`config.mk`:
```
export PLATFORM = sky130hd
export DESIGN_NAME = ship_bullet_engine
export DESIGN_NICKNAME = d
export VERILOG_FILES = /design/src/rtl/ship_bullet_engine.sv
export SDC_FILE = /design/constraint.sdc
export NUM_CORES = 1
export LEC_CHECK = 0
export ABC_AREA = 1
export CAP_MARGIN = 25
export CORE_MARGIN = 5
export CORE_UTILIZATION = 50
export CTS_CLUSTER_SIZE = 28
export DETAILED_ROUTE_END_ITERATION = 10
export DONT_BUFFER_PORTS = 1
export GPL_ROUTABILITY_DRIVEN = 0
export MAX_ROUTING_LAYER = met4
export PLACE_DENSITY = 0.74
export SYNTH_ARGS = -nofsm -noshare
export SYNTH_HDL_FRONTEND = slang
export SYNTH_SLANG_ARGS = --single-unit
export TNS_END_PERCENT = 5
```
`constraint.sdc`:
```
create_clock -name vga_clk -period 2.3 [get_ports vga_clk]
set_clock_uncertainty 0.15 [all_clocks]
set_input_delay 0.115 -clock vga_clk [delete_from_list [all_inputs] [get_ports vga_clk]]
set_output_delay 0.115 -clock vga_clk [all_outputs]
set_load 0.02 [all_outputs]
```
`src/rtl/ship_bullet_engine.sv`:
```
// Game-object engine for the VGA mini-game: ship position, a bullet pool, tick-divided
// motion, edge-triggered firing with cooldown, pause, and registered per-pixel colour.
module ship_bullet_engine #(
    parameter int H_RES         = 640,
    parameter int N_BULLETS     = 8,
    parameter int SHIP_W        = 16,
    parameter int SHIP_H        = 16,
    parameter int SHIP_Y        = 450,
    parameter int SHIP_STEP     = 5,
    parameter int BULLET_W      = 4,
    parameter int BULLET_H      = 8,
    parameter int BULLET_STEP   = 5,
    parameter int MOVE_DIV      = 1000000,
    parameter int BULLET_DIV    = 100000,
    parameter int FIRE_COOLDOWN = 4
) (
    input  logic                 vga_clk,
    input  logic                 reset,
    input  logic                 move_left,
    input  logic                 move_right,
    input  logic                 fire,
    input  logic                 pause,
    input  logic [9:0]           pixel_x,
    input  logic [8:0]           pixel_y,
    input  logic                 pixel_valid,
    output logic [7:0]           r_data,
    output logic [7:0]           g_data,
    output logic [7:0]           b_data,
    output logic [9:0]           ship_x,
    output logic [N_BULLETS-1:0] bullets_active,
    output logic [15:0]          shots_fired
);

    localparam int MCW = (MOVE_DIV > 1) ? $clog2(MOVE_DIV) : 1;
    localparam int BCW = (BULLET_DIV > 1) ? $clog2(BULLET_DIV) : 1;
    localparam int CDW = (FIRE_COOLDOWN > 0) ? $clog2(FIRE_COOLDOWN + 1) : 1;

    localparam logic [MCW-1:0]       MOVE_LAST   = MCW'(MOVE_DIV - 1);
    localparam logic [BCW-1:0]       BULLET_LAST = BCW'(BULLET_DIV - 1);
    localparam logic [CDW-1:0]       CD_LOAD     = CDW'(FIRE_COOLDOWN);
    localparam logic [9:0]           SHIP_X0     = 10'((H_RES - SHIP_W) / 2);
    localparam logic [9:0]           X_MAX       = 10'(H_RES - SHIP_W);
    localparam logic [9:0]           S_STEP      = 10'(SHIP_STEP);
    localparam logic [9:0]           SPAWN_DX    = 10'(SHIP_W / 2 - BULLET_W / 2);
    localparam logic [8:0]           SPAWN_Y     = 9'(SHIP_Y - BULLET_H);
    localparam logic [8:0]           B_STEP      = 9'(BULLET_STEP);
    localparam logic [N_BULLETS-1:0] ONE_N       = N_BULLETS'(1);

    logic [MCW-1:0]       move_cnt_r, move_cnt_s;
    logic [BCW-1:0]       bullet_cnt_r, bullet_cnt_s;
    logic                 move_tick_s, bullet_tick_s;
    logic [9:0]           ship_x_r, ship_x_s;
    logic [9:0]           bx_r [N_BULLETS];
    logic [9:0]           bx_s [N_BULLETS];
    logic [8:0]           by_r [N_BULLETS];
    logic [8:0]           by_s [N_BULLETS];
    logic [N_BULLETS-1:0] active_r, active_s, free_s, alloc_oh_s;
    logic [CDW-1:0]       cd_r, cd_s;
    logic                 fire_q_r, fire_event_s, alloc_s;
    logic [15:0]          shots_r, shots_s;
    logic [10:0]          px_s, py_s;
    logic                 hit_ship_s, hit_bullet_s;
    logic [7:0]           r_r, g_r, b_r;

    assign ship_x         = ship_x_r;
    assign bullets_active = active_r;
    assign shots_fired    = shots_r;
    assign r_data         = r_r;
    assign g_data         = g_r;
    assign b_data         = b_r;

    // Next-state logic: tick dividers, ship motion, firing, bullet motion, cooldown.
    always_comb begin
        move_tick_s   = 1'b0;
        bullet_tick_s = 1'b0;
        move_cnt_s    = move_cnt_r;
        bullet_cnt_s  = bullet_cnt_r;
        if (!pause) begin
            if (move_cnt_r == MOVE_LAST) begin
                move_tick_s = 1'b1;
                move_cnt_s  = '0;
            end else begin
                move_cnt_s = move_cnt_r + MCW'(1);
            end
            if (bullet_cnt_r == BULLET_LAST) begin
                bullet_tick_s = 1'b1;
                bullet_cnt_s  = '0;
            end else begin
                bullet_cnt_s = bullet_cnt_r + BCW'(1);
            end
        end else begin
            move_cnt_s   = move_cnt_r;
            bullet_cnt_s = bullet_cnt_r;
        end

        ship_x_s = ship_x_r;
        if (move_tick_s && move_left && !move_right) begin
            if (ship_x_r >= S_STEP) ship_x_s = ship_x_r - S_STEP;
            else                    ship_x_s = 10'd0;
        end else if (move_tick_s && move_right && !move_left) begin
            if (({1'b0, ship_x_r} + {1'b0, S_STEP}) <= {1'b0, X_MAX}) ship_x_s = ship_x_r + S_STEP;
            else                                                      ship_x_s = X_MAX;
        end else begin
            ship_x_s = ship_x_r;
        end

        // Lowest free slot as a one-hot: free & -free, where -free == active + 1.
        free_s       = ~active_r;
        alloc_oh_s   = free_s & (active_r + ONE_N);
        fire_event_s = fire & ~fire_q_r & ~pause & (cd_r == '0);
        alloc_s      = fire_event_s & (|free_s);

        active_s = active_r;
        for (int i = 0; i < N_BULLETS; i++) begin
            bx_s[i] = bx_r[i];
            by_s[i] = by_r[i];
            if (alloc_s && alloc_oh_s[i]) begin
                active_s[i] = 1'b1;
                bx_s[i]     = ship_x_r + SPAWN_DX;
                by_s[i]     = SPAWN_Y;
            end else if (bullet_tick_s && active_r[i]) begin
                if (by_r[i] >= B_STEP) by_s[i] = by_r[i] - B_STEP;
                else                   active_s[i] = 1'b0;
            end else begin
                by_s[i] = by_r[i];
            end
        end

        if (alloc_s)                          cd_s = CD_LOAD;
        else if (bullet_tick_s && cd_r != '0) cd_s = cd_r - CDW'(1);
        else                                  cd_s = cd_r;

        if (alloc_s && shots_r != 16'hFFFF) shots_s = shots_r + 16'd1;
        else                                shots_s = shots_r;
    end

    // Hit tests against the registered object state, widened to 11 bits so edges never wrap.
    always_comb begin
        px_s         = {1'b0, pixel_x};
        py_s         = {2'b00, pixel_y};
        hit_ship_s   = (px_s >= {1'b0, ship_x_r}) && (px_s < ({1'b0, ship_x_r} + 11'(SHIP_W))) &&
                       (py_s >= 11'(SHIP_Y)) && (py_s < 11'(SHIP_Y + SHIP_H));
        hit_bullet_s = 1'b0;
        for (int i = 0; i < N_BULLETS; i++) begin
            if (active_r[i] &&
                (px_s >= {1'b0, bx_r[i]}) && (px_s < ({1'b0, bx_r[i]} + 11'(BULLET_W))) &&
                (py_s >= {2'b00, by_r[i]}) && (py_s < ({2'b00, by_r[i]} + 11'(BULLET_H)))) begin
                hit_bullet_s = 1'b1;
            end else begin
                hit_bullet_s = hit_bullet_s;
            end
        end
    end

    // Object state registers.
    always_ff @(posedge vga_clk) begin
        if (reset) begin
            move_cnt_r   <= '0;
            bullet_cnt_r <= '0;
            ship_x_r     <= SHIP_X0;
            active_r     <= '0;
            cd_r         <= '0;
            fire_q_r     <= 1'b0;
            shots_r      <= 16'd0;
            for (int i = 0; i < N_BULLETS; i++) begin
                bx_r[i] <= 10'd0;
                by_r[i] <= 9'd0;
            end
        end else begin
            move_cnt_r   <= move_cnt_s;
            bullet_cnt_r <= bullet_cnt_s;
            ship_x_r     <= ship_x_s;
            active_r     <= active_s;
            cd_r         <= cd_s;
            fire_q_r     <= fire;
            shots_r      <= shots_s;
            for (int i = 0; i < N_BULLETS; i++) begin
                bx_r[i] <= bx_s[i];
                by_r[i] <= by_s[i];
            end
        end
    end

    // Registered colour with ship over bullet priority; ship dims while paused.
    always_ff @(posedge vga_clk) begin
        if (reset) begin
            r_r <= 8'h00; g_r <= 8'h00; b_r <= 8'h00;
        end else if (!pixel_valid) begin
            r_r <= 8'h00; g_r <= 8'h00; b_r <= 8'h00;
        end else if (hit_ship_s) begin
            r_r <= 8'h00; g_r <= pause ? 8'h80 : 8'hFF; b_r <= 8'h00;
        end else if (hit_bullet_s) begin
            r_r <= 8'h00; g_r <= 8'hFF; b_r <= 8'hFF;
        end else begin
            r_r <= 8'h00; g_r <= 8'h00; b_r <= 8'h00;
        end
    end

endmodule

```
==> results by group <==
Status
  – Status: finished with violations
  – Failing checks: setup timing

STA
  – FMAX: 382 MHz
  – Final Hold Vio Count: 0
  – Final slew viol count: 0
  – Setup WS post-layout: -0.315 ns
  – Worst slew margin: 40.7%
  – Tmin final: 2.61 ns
  – Final hold slack: 0.000797 ns
  – Final Setup Violations: 4
  – RSZ-0062 raised after global routing: true
  – Post-Route Setup TNS: -0.840 ns
  – Final period util: 114%
  – Slew @ Worst Pin: 0.892 ns

Power
  – PwrDens: 390 nW/um^2
  – Pleak: 0.0110 uW
  – Worst vdd ir: 570 uV

Synthesis
  – Cell Area, Synth: 20100 sq um
  – Synth Flop Type: dfxtp_1
  – Avg Inst Size Synth: 6.88 sq um
  – Synthesis-stage register bit count: 230
  – Post-synth EDFFs: 0
  – Async set-reset flop share out of synthesis: 0%
  – Synth Instances: about 3000
  – Yosys cell types: 47
  – Yosys warns: 0
  – Register area share after synthesis: 22.9%

Job
  – # Max-Cap Violations: 0

Global routing
  – Vias in the first global route: 20537
  – GR Util All Layers: ~28%
  – Grt ovf: 0
  – First-pass GRT wire length: 100 mm
  – Initial antenna violation count: 0
  – Largest net degree at the start of global routing: 91

Setup path
  – Worst-path cell chain: inv_1, nor4_2, nand2_1, buf_4, xor2_1, ha_1, nand2_1, nand3b_1, nor2_1, nor2_1, nand2_1, nor2_2, nand3_2, nand2_2, nor2_4, nand3_2, nand2_2, inv_1
  – Buffer and inverter count on the worst path: 3
  – Worst Path Arrival: roughly 2.9 ns
  – Critical path startpoint category: register
  – Critical Path RT: 2.62 ns
  – CP dominant cell by count: nand2_1
  – Longest individual stage delay on the worst path: around 0.34 ns
  – Crit path max-delay cell type: dfxtp_2
  – Crit path max fanout: 3
  – Worst Setup Path Type: reg -> reg
  – CP Capture Type: register
  – Crit-path leading delay family: simple AND/OR/NAND/NOR gates

Clocking
  – Clock transition at path regs: 0.06 ns
  – Longest Clk Path Bufs: 3
  – Root Buffer: clkbuf_16
  – Clk_lat worst skew: 0.58 ns
  – CTS tree: built
  – # clock sinks: 230
  – # H-tree levels: 1
  – Num CTS Buffers: 28

Drt
  – Drt pass-1 iters: 6
  – DRC: 0
  – Initial DRC Count: 1526
  – Routed wire length per instance: 16.8 um
  – Via count: roughly 21000
  – Vias per cell: 5.59
  – Drt total wl: 63.4 mm
  – Antenna Nets Post-Route: 0

Die
  – Initial core utilization: 50.6%
  – Die W: between 200 and 250 um
  – # rows: 73
  – Die area: 44300 sq um
  – CORE AREA: 39700 sq um
  – I/O Pins: 84
  – Die height: about 210 um

Finish
  – Most frequent cells in the layout: 478 x nand2_1, 398 x inv_1, 330 x ha_1
  – Share of layout cells above drive strength 1: 17.1%
  – Diodes inserted: 0
  – Layout Nets: 3595
  – Fillers: ~3400
  – Post-route insts no fill: 3776
  – Most common cell after layout, fill and taps aside: nand2_1
  – Area growth from synthesis to layout: 22.6%

Placed design
  – Cells after DPL: 3706
  – IO buf count: 0
  – DP Wirelength: 46.0 mm

Hold path
  – Worst Hold Class: in -> reg
[synth_stat cells (all sizes together), types with 42 or more instances]
cell type  number  area (sq um)
nand4          62           394
buf            42           270
nand2         496          1870
dfxtp         230          4600
o21ai         182           911
a21oi         278          1390
nor3          105           589
nor2          307          1170
nand3         157           821
ha            336          4200
xor2          100           876
inv           419          1570
[worst paths after layout]
path                     from           endpoint  slack, ns  cells past startpoint
setup / recovery  bx_r[1][32]          g_data[7]      -0.31                     18
hold / removal          pause  bullets_active[7]     0.0008                      6
setup reg to reg  bx_r[1][32]          g_data[7]      -0.31                     18
hold reg to reg    bx_r[1][1]         bx_r[1][1]       0.32                      2
[state kept, by name (all words and copies together) (netlist names), 2 cells and up]
name,cells
bx_r,80
by_r,72
move_cnt_r,20
bullet_cnt_r,17
shots_fired,16
ship_x,10
bullets_active,8
cd_r,3
g_data,2
[worst min-delay path, cell delays in order]
cell and delay (ns):
nor2_1 0.03, nand3_2 0.10, buf_4 0.16, nor4_4 0.06, inv_2 0.12, a21oi_1 0.08
[power breakdown]
group          leakage, uW  switching [uW]  internal, uW
clock             0.000417            1850          2370
sequential         0.00187            33.2          4020
combinational      0.00874             775           558
total               0.0110            2660          6950
[per-stage QoR]
| stage | power [uW] | area, sq um | setup WS (ns) | utilization [%] |
|---|---|---|---|---|
| after global placement | 5290 | 23000 | -0.348 | 57.8 |
| final | 9610 | 24700 | -0.315 | 62.0 |
| after global routing | 10000 | 24700 | -0.495 | 62.0 |
| after CTS | 9620 | 24100 | -0.298 | 60.6 |
| after floorplan | 5010 | 20200 | -0.0505 | - |
| after detailed placement | 5360 | 23000 | -0.486 | 57.8 |
[cells by family after synthesis]
logic type | synth area share [%]
multiplexers | 0.0498
other | 0.0187
AND/OR/NAND/NOR | 26.4
buffers and inverters | 9.82
AO/OA/AOI/OAI | 14.5
adder cells (fa/ha/maj) | 20.9
XOR/XNOR | 5.40
flip-flops | 22.9
[area by class of cell]
| class | count | area [sq um] | area share (%) |
|---|---|---|---|
| clock buffer | 42 | 793 | 3.22 |
| clock inverter | 6 | 56.3 | 0.228 |
| inverter | 423 | 1600 | 6.48 |
| multi-input combinational | 2202 | 14200 | 57.4 |
| sequential | 230 | 4650 | 18.9 |
| tap | 525 | 657 | 2.66 |
| timing repair buffer | 348 | 2740 | 11.1 |
[metal layers]
metal  track usage (%)  part of all wire, %  wire, um
met1              32.3                   40     25500
met4              11.1                  4.5      2860
met5                 -                    0         0
met2              49.2                   49     30900
met3              4.00                  6.6      4210
[timing repair]
item,CTS,global route
pin swaps,7,42
setup endpoints to repair,31,121
setup buffers,0,8
endpoints found under the hold margin,109,1
resized for setup,37,136
hold buffers,13,1
Note: power is estimated with default switching activity, not from simulation.
